`config.mk`:
```
export PLATFORM = sky130hd
export DESIGN_NAME = glb_router_sched
export DESIGN_NICKNAME = d
export VERILOG_FILES = /design/src/rtl/glb_router_sched.sv
export SDC_FILE = /design/constraint.sdc
export NUM_CORES = 1
export LEC_CHECK = 0
export ABC_AREA = 1
export ABC_CLOCK_PERIOD_IN_PS = 1800
export BUFFER_PORTS_ARGS = -buffer_cell sky130_fd_sc_hd__buf_2
export CAP_MARGIN = 25
export CORE_ASPECT_RATIO = 0.9
export CORE_MARGIN = 2
export CORE_UTILIZATION = 35
export DETAILED_ROUTE_END_ITERATION = 8
export PLACE_DENSITY = 0.67
export SYNTH_ARGS = -nofsm -noshare
export SYNTH_HDL_FRONTEND = slang
export SYNTH_SLANG_ARGS = --single-unit
export TNS_END_PERCENT = 50
```
`constraint.sdc`:
```
create_clock -name clk -period 1.8 [get_ports clk]
set_input_delay 0.36 -clock clk [delete_from_list [all_inputs] [get_ports clk]]
set_output_delay 0.36 -clock clk [all_outputs]
set_load 0.01 [all_outputs]
```
`src/rtl/glb_router_sched.sv`:
```
// Transfer scheduler between the GLB and router clusters: arbitrates iact/wght
// loads and psum writebacks, then sequences GLB addresses and router strobes.
module glb_router_sched #(
    parameter int ADDR_BITWIDTH = 10,
    parameter int LEN_W         = 10
) (
    input  logic                     clk,
    input  logic                     reset,
    input  logic                     iact_req,
    input  logic                     wght_req,
    input  logic                     psum_req,
    input  logic [ADDR_BITWIDTH-1:0] iact_base,
    input  logic [ADDR_BITWIDTH-1:0] wght_base,
    input  logic [ADDR_BITWIDTH-1:0] psum_base,
    input  logic [LEN_W-1:0]         iact_len,
    input  logic [LEN_W-1:0]         wght_len,
    input  logic [LEN_W-1:0]         psum_len,
    input  logic [3:0]               iact_mode,
    input  logic [3:0]               wght_mode,
    input  logic [3:0]               psum_mode,
    output logic                     iact_grant,
    output logic                     wght_grant,
    output logic                     psum_grant,
    output logic                     iact_done,
    output logic                     wght_done,
    output logic                     psum_done,
    output logic                     read_req_iact,
    output logic                     read_req_wght,
    output logic [ADDR_BITWIDTH-1:0] r_addr_iact,
    output logic [ADDR_BITWIDTH-1:0] r_addr_wght,
    output logic                     west_enable_i_iact,
    output logic                     west_enable_i_wght,
    output logic [3:0]               router_mode_iact,
    output logic [3:0]               router_mode_wght,
    output logic [3:0]               router_mode_psum,
    input  logic                     west_enable_o_psum,
    output logic [ADDR_BITWIDTH-1:0] w_addr_psum,
    output logic                     busy
);

    typedef enum logic [2:0] {
        ST_IDLE  = 3'd0,
        ST_RD    = 3'd1,
        ST_DRAIN = 3'd2,
        ST_WB    = 3'd3,
        ST_DONE  = 3'd4
    } state_t;

    localparam logic [1:0]               CLS_IACT = 2'd0;
    localparam logic [1:0]               CLS_WGHT = 2'd1;
    localparam logic [1:0]               CLS_PSUM = 2'd2;
    localparam logic [LEN_W-1:0]         CNT_ONE  = LEN_W'(1'b1);
    localparam logic [ADDR_BITWIDTH-1:0] ADDR_ONE = ADDR_BITWIDTH'(1'b1);

    state_t                   state_r, state_s;
    logic [1:0]               cls_r, sel_cls_s;
    logic [ADDR_BITWIDTH-1:0] base_r, sel_base_s, addr_s;
    logic [LEN_W-1:0]         len_r, sel_len_s, cnt_r;
    logic [3:0]               mode_r, sel_mode_s;
    logic [2:0]               grant_s, done_s;
    logic                     rd_iact_s, rd_wght_s, strobe_s, last_s;

    assign last_s = (cnt_r == (len_r - CNT_ONE));

    // State register
    always_ff @(posedge clk or negedge reset) begin
        if (!reset) state_r <= ST_IDLE;
        else        state_r <= state_s;
    end

    // Next-state logic
    always_comb begin
        state_s = state_r;
        case (state_r)
            ST_IDLE: begin
                if (psum_req)                  state_s = ST_WB;
                else if (iact_req || wght_req) state_s = ST_RD;
                else                           state_s = ST_IDLE;
            end
            ST_RD: begin
                if (last_s) state_s = ST_DRAIN;
                else        state_s = ST_RD;
            end
            ST_DRAIN: state_s = ST_DONE;
            ST_WB: begin
                if (west_enable_o_psum && last_s) state_s = ST_DONE;
                else                              state_s = ST_WB;
            end
            ST_DONE: state_s = ST_IDLE;
            default: state_s = ST_IDLE;
        endcase
    end

    // Output decode: fixed-priority selection and per-cycle strobes
    always_comb begin
        grant_s    = 3'b000;
        sel_cls_s  = CLS_WGHT;
        sel_base_s = wght_base;
        sel_len_s  = wght_len;
        sel_mode_s = wght_mode;
        if (psum_req) begin
            sel_cls_s  = CLS_PSUM;
            sel_base_s = psum_base;
            sel_len_s  = psum_len;
            sel_mode_s = psum_mode;
        end else if (iact_req) begin
            sel_cls_s  = CLS_IACT;
            sel_base_s = iact_base;
            sel_len_s  = iact_len;
            sel_mode_s = iact_mode;
        end else begin
            sel_cls_s  = CLS_WGHT;
        end
        if (state_r == ST_IDLE) begin
            if (psum_req)      grant_s = 3'b100;
            else if (iact_req) grant_s = 3'b001;
            else if (wght_req) grant_s = 3'b010;
            else               grant_s = 3'b000;
        end else begin
            grant_s = 3'b000;
        end
        rd_iact_s = (state_r == ST_RD) && (cls_r == CLS_IACT);
        rd_wght_s = (state_r == ST_RD) && (cls_r == CLS_WGHT);
        strobe_s  = (state_r == ST_WB) && west_enable_o_psum;
        addr_s    = base_r + ADDR_BITWIDTH'(cnt_r);
        // psum completes on its last strobe; loads complete in DONE after the drain
        done_s[0] = (state_r == ST_DONE) && (cls_r == CLS_IACT);
        done_s[1] = (state_r == ST_DONE) && (cls_r == CLS_WGHT);
        done_s[2] = strobe_s && last_s;
    end

    // Descriptor capture and word counter
    always_ff @(posedge clk or negedge reset) begin
        if (!reset) begin
            cls_r  <= CLS_IACT;
            base_r <= '0;
            len_r  <= '0;
            mode_r <= 4'd0;
            cnt_r  <= '0;
        end else begin
            case (state_r)
                ST_IDLE: begin
                    if (grant_s != 3'b000) begin
                        cls_r  <= sel_cls_s;
                        base_r <= sel_base_s;
                        len_r  <= (sel_len_s == '0) ? CNT_ONE : sel_len_s;
                        mode_r <= sel_mode_s;
                        cnt_r  <= '0;
                    end
                end
                ST_RD:   cnt_r <= cnt_r + CNT_ONE;
                ST_WB: begin
                    if (strobe_s && !last_s) cnt_r <= cnt_r + CNT_ONE;
                end
                ST_DONE: cnt_r <= '0;
                default: cnt_r <= cnt_r;
            endcase
        end
    end

    // Registered outputs toward the GLB and router
    always_ff @(posedge clk or negedge reset) begin
        if (!reset) begin
            {iact_grant, wght_grant, psum_grant} <= 3'b000;
            {iact_done, wght_done, psum_done}    <= 3'b000;
            read_req_iact      <= 1'b0;
            read_req_wght      <= 1'b0;
            r_addr_iact        <= '0;
            r_addr_wght        <= '0;
            west_enable_i_iact <= 1'b0;
            west_enable_i_wght <= 1'b0;
            router_mode_iact   <= 4'd0;
            router_mode_wght   <= 4'd0;
            router_mode_psum   <= 4'd0;
            w_addr_psum        <= '0;
            busy               <= 1'b0;
        end else begin
            iact_grant         <= grant_s[0];
            wght_grant         <= grant_s[1];
            psum_grant         <= grant_s[2];
            iact_done          <= done_s[0];
            wght_done          <= done_s[1];
            psum_done          <= done_s[2];
            read_req_iact      <= rd_iact_s;
            read_req_wght      <= rd_wght_s;
            if (rd_iact_s) r_addr_iact <= addr_s;
            if (rd_wght_s) r_addr_wght <= addr_s;
            // one-cycle GLB read latency: data is valid to the router a cycle later
            west_enable_i_iact <= read_req_iact;
            west_enable_i_wght <= read_req_wght;
            if (grant_s[2])                w_addr_psum <= psum_base;
            else if (strobe_s && !last_s)  w_addr_psum <= w_addr_psum + ADDR_ONE;
            if (state_r != ST_IDLE) begin
                case (cls_r)
                    CLS_IACT: router_mode_iact <= mode_r;
                    CLS_WGHT: router_mode_wght <= mode_r;
                    CLS_PSUM: router_mode_psum <= mode_r;
                    default:  router_mode_psum <= router_mode_psum;
                endcase
            end
            busy <= (state_s != ST_IDLE);
        end
    end

endmodule

```
Yosys cells after proc, flatten, opt, wreduce, memory -nomap -nowiden:

Cells that the tools add are included.

* bits in registers: 92
* bits in latches: 0
* bits in writable memories: 0
* bits in read-only memories: 0
* input port bits: 78
* output and inout port bits: 53
* logic and storage cells: 82
* memories: 0

* add/subtract/negate cells: 4
* multiply operators: 0
* divide/modulo/power cells: 0
* magnitude comparators: 0
* equal/unequal tests: 9
* shift operators: 0
* mux-type cells: 23
* bitwise operators: 0
* reductions and logical operators: 23

Operator list (count)
* 2-to-1 mux 10 bit: 9
* one-hot mux 10 bit (4 select lines): 1
* adder 10 x 1 -> 10 bit, second input constant: 2
* one-hot mux 3 bit (4 select lines): 1
* adder 10 bit: 1
* equality test 10 bit: 1
* logical NOT 10 bit: 1
* 2-to-1 mux 2 bit: 5
* subtractor 10 x 1 -> 10 bit, second input constant: 1
* 2-to-1 mux 3 bit: 3
* nonzero test 3 bit: 3
* logical AND 1 bit: 8
* 2-to-1 mux 4 bit: 2
* AND reduction 2 bit: 4
* equality test 3 x 2 -> 1 bit, second input constant: 2
* inequality test 2 x 1 -> 1 bit, second input constant: 2
* nonzero test 4 bit: 1
* equality test 3 x 1 -> 1 bit, second input constant: 1
* equality test 3 bit, second input constant: 1
* logical NOT 3 bit: 1
* AND reduction 3 bit: 1
* equality test 2 x 1 -> 1 bit, second input constant: 1
* equality test 2 bit, second input constant: 1
* logical NOT 2 bit: 1
* other kinds (4): 5

Depth between registers and ports, before layout:

Gate-level depths: netlist (run 1).

* depth after elaboration: 7
* mapped depth: 16
* mapped depth without buffers: 16

Least setup slack after synthesis (run 1):

OpenSTA, ideal clock, no wires.

* path type: reg2reg
* from: register cnt_r[0]
* to: register r_addr_iact[6]
* library setup time: 0.127 ns
* data arrival time: 1.860 ns
* required time: 1.673 ns
* path slack: -0.188 ns
* stages on the path, launching flop included: 9
* buffers on the path: 0
* period minus slack after synthesis: 1.988 ns
* cells stage by stage: dfrtp_1 ha_1 inv_1 fa_1 o21ai_0 a21oi_1 o21ai_0 xor2_1 o21ai_0

* longest elaborated chain between the ends: 1

RTL lines
* start, declared: line 58 `logic [LEN_W-1:0] len_r, sel_len_s, cnt_r;`
* start signal, assigned: line 151 `ST_RD: cnt_r <= cnt_r + CNT_ONE;`
* start signal, assigned: line 153 `if (strobe_s && !last_s) cnt_r <= cnt_r + CNT_ONE;`
* start signal, assigned: line 156 `default: cnt_r <= cnt_r;`
* adder 10 bit: line 125 `addr_s = base_r + ADDR_BITWIDTH'(cnt_r);`
* end signal, assigned: line 186 `if (rd_iact_s) r_addr_iact <= addr_s;`
* end, declared: line 29 `output logic [ADDR_BITWIDTH-1:0] r_addr_iact,`

No other way between the ends.
A chain may end at the register's enable or synchronous reset.

Worst setup path after layout (run 1):

* from: register len_r[0]
* to: register w_addr_psum[4]

* longest elaborated chain between the ends: 5

RTL lines
* start, declared: line 58
* start signal, assigned: line 146 `len_r <= (sel_len_s == '0) ? CNT_ONE : sel_len_s;`
* subtractor 10 x 1 -> 10 bit: line 63 `assign last_s = (cnt_r == (len_r - CNT_ONE));`
* equality test 10 bit: line 63
* logical NOT 1 bit: line 192 `else if (strobe_s && !last_s) w_addr_psum <= w_addr_psum + ADDR_ONE;`
* logical AND 1 bit: line 192
* nonzero test 2 bit (no line)
* end signal, assigned: line 191 `if (grant_s[2]) w_addr_psum <= psum_base;`
* end signal, assigned: line 192
* end, declared: line 37 `output logic [ADDR_BITWIDTH-1:0] w_addr_psum,`

No other way between the ends.

==> summary.md, run 1 <==
| Metric | Value |
|---|---|
| Fin crit share | `103.5%` |
| RSZ-0062 raised after global routing | `true` |
| Tot GR Track Use | `18.77%` |
| Finished layout cell area | `0.006789 mm2` |
| Post-Route Skew | `0.01293 ns` |
| CTS Sinks | `92` |
| TritonRoute pass-1 iters | `4` |
| #FFs+latches synth | `92` |
| Global-route wire length before repair | `23.47 mm` |
| Number of fill cells | `1,378` |
| Wire length after detailed routing | `13.99 mm` |
| Slew @ Worst Pin | `0.4598 ns` |
| Relative max-transition margin | `69.34%` |
| Crit path launch type | `flop` |
| Flip-flop and latch area | `0.002303 mm2` |
| Wire length per cell | `13.40 um` |
| Largest net degree at the start of global routing | `40` |
| Num CTS Buffers | `9` |
| Via density | `4.685` |
| # IOs | `131` |
| DRC Markers | `0` |
| Vias in the first global route | `4,833` |
| Die Height | `118.4 um` |
| Syn Nets | `751` |
| DP HPWL | `11.09 mm` |
| Initial Utilization | `36.10%` |
| CP max FO | `16` |
| Pleak | `3.518 nW` |
| Vias | `4,891` |
| Post-placement cell area | `0.006394 mm2` |
| Gpl congestion | `0.8987` |
| Fin. max-slew vios | `0` |
| Commonest non-fill, non-tap cell in the layout | `nand2_1` |
| Arrival time at the worst endpoint | `2.10 ns` |
| Max-cap violations | `0` |
| Final Critical Period | `1.863 ns` |
| Post-layout power | `10.98 mW` |
| Syn_area_per_cell | `7.716 um2` |
| Seq/Total Area, Yosys | `45.21%` |
| Clk slew on worst S/H paths | `0.07 ns` |
| Layout cell share with drive strength beyond 1 | `29.96%` |
| Synthesized area | `0.005092 mm2` |
| Die outline width | `131.1 um` |
| CP endpoint kind | `flop` |
| Clk_lat worst skew | `0.35 ns` |
| Die ar. | `0.01553 mm2` |
| PwrDens | `1617 mW/mm2` |
| # setup viols final | `22` |
| Peak VDD IR | `0.0006635 V` |
| Diode count | `0` |
| Fin. Hold Viols | `0` |
| Final Core Density | `48.12%` |
| HP Class | `in -> reg` |
| Most frequent cells in the layout | `nand2_1 (227), buf_2 (129), dfrtp_1 (91)` |
| Post-route ant nets | `0` |
| Area of the multi-input gates | `0.002601 mm2` |
| Status | `finished, violations left` |
| CTS tree | `built` |
| Pre-CTS WS | `-0.1562 ns` |
| CTS root buf | `clkbuf_16` |
| Core area | `0.01411 mm2` |
| Overflow left after global routing | `0` |
| Failing checks | `setup timing` |
| Post-synth cell types | `39` |
| Syn Inst Count | `660` |
| H-tree levels | `3` |
| CP Class | `reg -> reg` |
| Initial DRC count | `271` |
| Initial antenna violation count | `0` |
| Post-route setup slack | `-0.06289 ns` |
| Worst-case clock buffer depth | `2` |
| Area delta synth->final | `33.32%` |
| Final #Nets | `937` |
| Data required, critical path | `2.04 ns` |
| Row count | `41` |
| YS warnings | `0` |
| Number of port buffers | `130` |
| Peak Freq | `0.5368 GHz` |
## state kept, by name, summed over array words and instances, names as in the netlist, 3 cells and up
register          count
mode_r                4
r_addr_wght          10
cnt_r                10
router_mode_iact      4
r_addr_iact          10
router_mode_wght      4
len_r                10
state_r               3
router_mode_psum      4
w_addr_psum          10
base_r               10
## repair_timing
action | CTS | global route
hold buffers | 1 | 0
hold endpoints to repair | 32 | 0
buffers inserted | 1 | 1
resized for setup | 13 | 11
pin swaps | 4 | 3
endpoints found under the setup margin | 28 | 35
cloned | 1 | 0
## power by group
group | total (mW) | switching, mW | leakage, nW | internal [mW]
sequential | 3.57 | 0.646 | 1.15 | 2.92
combinational | 5.69 | 3.26 | 2.23 | 2.43
clock | 1.72 | 0.788 | 0.133 | 0.929
total | 11.0 | 4.69 | 3.52 | 6.28
## final cells by class
cell class	count	share of cell area (%)
clock buffer	11	3.428
clock inverter	5	0.4239
inverter	56	3.096
multi-input combinational	495	38.32
sequential	92	33.93
tap	193	3.557
timing repair buffer	192	17.25
## kinds of logic after synthesis
kind of cell	after synthesis	share of synthesized area [%]
compound gates	99	11.50
simple gates	364	30.52
fa+ha+maj	13	3.341
buf+inv	74	6.339
flops	92	45.21
xor+xnor	18	3.096
## final timing paths
kind	slack, ns	cells past startpoint	to	startpoint
setup / recovery	-0.06	15	w_addr_psum[4]	len_r[0]
setup reg to reg	-0.06	15	w_addr_psum[4]	len_r[0]
hold / removal	0.30	3	mode_r[0]	wght_mode[0]
hold reg to reg	0.37	0	west_enable_i_wght	read_req_wght
min in group asynchronous	0.50	2	base_r[8]	reset
max in group asynchronous	0.73	3	cnt_r[4]	reset
## cells in the mapped netlist (all sizes together)
cell type | count | area share (%)
a21o | 1 | 0.15
nand4 | 5 | 0.61
o311ai | 1 | 0.17
a41oi | 10 | 1.7
fa | 1 | 0.39
xor2 | 10 | 1.7
nor2 | 63 | 5.1
nand3 | 42 | 4.4
dfrtp | 92 | 45
nand2 | 238 | 18
xnor2 | 8 | 1.4
nor3 | 9 | 1.2
ha | 12 | 2.9
o21bai | 2 | 0.29
nand3b | 4 | 0.59
a31o | 1 | 0.17
a31oi | 4 | 0.49
nor3b | 2 | 0.39
inv | 56 | 4.1
or2 | 1 | 0.12
a21oi | 17 | 1.7
clkbuf | 6 | 0.64
o21ai | 59 | 6.2
a22oi | 3 | 0.44
o211ai | 1 | 0.15
buf | 12 | 1.6
## per-layer routing
metal  up-vias  share of wire [%]  GRT usage (%)
li1       2518                  -              -
met1      2202                 49          26.16
met2       151                 44          29.14
met3        20                5.7          4.376
met4         0                1.7          5.639
met5         -                  0              0
## through the flow
step / hold WS (ns) / setup TNS (ns) / instances
after floorplan: 0.06441 / 0 / 660
after global placement: 0.3422 / -1.051 / 1024
after detailed placement: 0.3487 / -1.971 / 1024
after CTS: 0.2927 / -0.5124 / 1043
after global routing: 0.3006 / -5.055 / 1044
final: 0.3003 / -0.6838 / 1044
## critical path, stage by stage (launching register included)
cell and delay (ns):
dfrtp_1 0.36, inv_2 0.06, ha_4 0.26, inv_2 0.03, nand2_2 0.05, nand2_1 0.05, nor2_1 0.08, nand2_1 0.05
nor2_1 0.08, nand3_1 0.08, nor2_2 0.12, nand2_2 0.09, nand2_4 0.13, nand2_8 0.12, nand2_1 0.12, o21ai_2 0.05
(Power assumes the default switching activity.)
==> run 2: changes to the inputs <==
CTS_BUF_LIST = sky130_fd_sc_hd__clkbuf_4 sky130_fd_sc_hd__clkbuf_8   (was unset)
==> run 2 against run 1 <==
- critical path type unchanged
- sequential cell count unchanged
- global-route usage increased by 0.087 points
- die area stayed put
- the flow still finishes with violations (setup timing)
- power shrank 2.3%
- largest power group unchanged
- count of clock-buffer cells in the layout unchanged
==> summary.md, run 2 (same netlist as run 1, synthesis figures left out) <==
| Metric | Value |
|---|---|
| Status | `finished, violations left (unchanged)` |
| Failing checks | `setup timing (unchanged)` |
| Met3 Track Usage GR | `4.633% (was 4.376%)` |
| Vias | `4,978 (was 4,891)` |
| DP HPWL | `11.09 mm (unchanged)` |
| Pre-CTS WS | `-0.1562 ns (unchanged)` |
| Initial DRC count | `223 (was 271)` |
| CTS tree | `built (unchanged)` |
| Max-cap violations | `0 (unchanged)` |
| Die outline width | `131.1 um (unchanged)` |
| # IOs | `131 (unchanged)` |
| Layout cell share with drive strength beyond 1 | `31.89% (was 29.96%)` |
| Wire length per cell | `13.67 um (was 13.40 um)` |
| Initial Utilization | `36.10% (unchanged)` |
| Tot GR Track Use | `18.85% (was 18.77%)` |
| CTS Sinks | `92 (unchanged)` |
| Initial antenna violation count | `0 (unchanged)` |
| Clk slew on worst S/H paths | `0.09 ns (was 0.07 ns)` |
| CP Class | `reg -> reg (unchanged)` |
| Vias in the first global route | `4,829 (was 4,833)` |
| Clk_lat worst skew | `0.38 ns (was 0.35 ns)` |
| Wire length after detailed routing | `14.30 mm (was 13.99 mm)` |
| Most frequent cells in the layout | `nand2_1 (214), buf_2 (129), dfrtp_1 (91) (was nand2_1 (227), buf_2 (129), dfrtp_1 (91))` |
| # setup viols final | `24 (was 22)` |
| Finished layout cell area | `0.006817 mm2 (was 0.006789 mm2)` |
| Via density | `4.759 (was 4.685)` |
| PwrDens | `1574 mW/mm2 (was 1617 mW/mm2)` |
| Row count | `41 (unchanged)` |
| Fin. max-slew vios | `0 (unchanged)` |
| Die ar. | `0.01553 mm2 (unchanged)` |
| GRT Max-Usage Layer | `met2 (unchanged)` |
| CP endpoint kind | `flop (unchanged)` |
| Slew @ Worst Pin | `0.4609 ns (was 0.4598 ns)` |
| Largest net degree at the start of global routing | `40 (unchanged)` |
| Final Critical Period | `1.888 ns (was 1.863 ns)` |
| Diode count | `0 (unchanged)` |
| Area delta synth->final | `33.86% (was 33.32%)` |
| Post-placement cell area | `0.006394 mm2 (unchanged)` |
| Fin crit share | `104.9% (was 103.5%)` |
| RSZ-0062 raised after global routing | `true (unchanged)` |
| Number of port buffers | `130 (unchanged)` |
| Gpl congestion | `0.8987 (unchanged)` |
| Final #Nets | `939 (was 937)` |
| Met1 usage | `26.37% (was 26.16%)` |
| TritonRoute pass-1 iters | `5 (was 4)` |
| Relative max-transition margin | `69.27% (was 69.34%)` |
| Post-route setup slack | `-0.08782 ns (was -0.06289 ns)` |
| Peak VDD IR | `0.0006453 V (was 0.0006635 V)` |
| Fin. Hold Viols | `0 (unchanged)` |
| CP max FO | `6 (was 16)` |
| Data required, critical path | `2.12 ns (was 2.04 ns)` |
| Crit path launch type | `flop (unchanged)` |
| Global-route wire length before repair | `23.60 mm (was 23.47 mm)` |
| Post-route ant nets | `0 (unchanged)` |
| Die Height | `118.4 um (unchanged)` |
| DRC Markers | `0 (unchanged)` |
| Worst-case clock buffer depth | `2 (unchanged)` |
| Post-Route Skew | `0.01865 ns (was 0.01293 ns)` |
| Overflow left after global routing | `0 (unchanged)` |
| CTS root buf | `clkbuf_8 (was clkbuf_16)` |
| H-tree levels | `3 (unchanged)` |
| Core area | `0.01411 mm2 (unchanged)` |
| Peak Freq | `0.5297 GHz (was 0.5368 GHz)` |
| GR Layer Usage met2 | `29.31% (was 29.14%)` |
| Pleak | `3.521 nW (was 3.518 nW)` |
| Final Core Density | `48.32% (was 48.12%)` |
| Commonest non-fill, non-tap cell in the layout | `nand2_1 (unchanged)` |
| Arrival time at the worst endpoint | `2.21 ns (was 2.10 ns)` |
| Num CTS Buffers | `9 (unchanged)` |
| HP Class | `in -> reg (unchanged)` |
## run 2: cell count changes in the layout (fill, tap and decap cells not counted), moves of 2 or more
cell	change
nand2_1	-13
nand2_2	+12
clkbuf_16	-9
clkbuf_8	+9
nand2_8	+4
clkbuf_1	-2
clkbuf_4	+2
inv_2	-2
nor2_4	+2
o21ai_0	+2
o21ai_1	-2
## run 2: layout make-up
type                            count  area (um2)
Fill cell                        1376        7291
Multi-Input combinational cell    497        2720
Sequential cell                    92        2303
Timing Repair Buffer              192        1171
Tap cell                          193       241.5
Inverter                           56       212.7
Clock buffer                       11       138.9
Clock inverter                      5       28.78
## run 2: what timing repair did
action | CTS | global route
cloned | 2 | 1
hold buffers | 1 | 0
setup buffers | 2 | 0
pin swaps | 6 | 4
resized for setup | 18 | 27
endpoints found under the hold margin | 32 | 0
setup endpoints to repair | 30 | 35
## run 2: where the power goes
part | switching [mW] | internal, mW
Clock | 0.727 | 0.526
Combinational | 3.43 | 2.49
Sequential | 0.644 | 2.92
Total | 4.80 | 5.93
## run 2: worst max-delay path, cell delays in order (launching register included)
cell and delay, ns:
dfrtp_1 0.37, inv_2 0.06, ha_4 0.26, inv_2 0.03
nand2_2 0.05, nand2_1 0.05, nor2_1 0.08, nand2_1 0.06
nor2_1 0.08, nand3_1 0.08, nor2_2 0.12, nand2_2 0.11
nand2_8 0.15, nand2_8 0.10, nand2_8 0.11, nand2_1 0.06
nand2_1 0.05
## run 2: routing by layer
layer	routed length, um	part of all wire [%]	vias up
li1	-	-	2527
met1	6834	48	2269
met2	6367	45	161
met3	868	6.1	21
met4	229	1.6	0
met5	0	0	-
## run 2: stage by stage
step	hold WS, ns	setup TNS (ns)	instances	total power [mW]
floorplan	0.06441	0	660	6.842
global placement	0.3422	-1.051	1024	8.928
detailed placement	0.3487	-1.971	1024	9.036
CTS	0.2528	-0.7869	1045	10.56
global route	0.2579	-5.600	1046	11.74
finish	0.2694	-1.246	1046	10.73
## run 2: worst paths after layout
check	start	to	slack, ns	depth (start not counted)
max	len_r[0]	cnt_r[3]	-0.09	16
min	wght_mode[3]	mode_r[3]	0.27	3
max in group asynchronous	reset	cnt_r[4]	0.75	3
min reg2reg	read_req_wght	west_enable_i_wght	0.38	0
min in group asynchronous	reset	base_r[8]	0.47	2
max reg2reg	len_r[0]	cnt_r[3]	-0.09	16
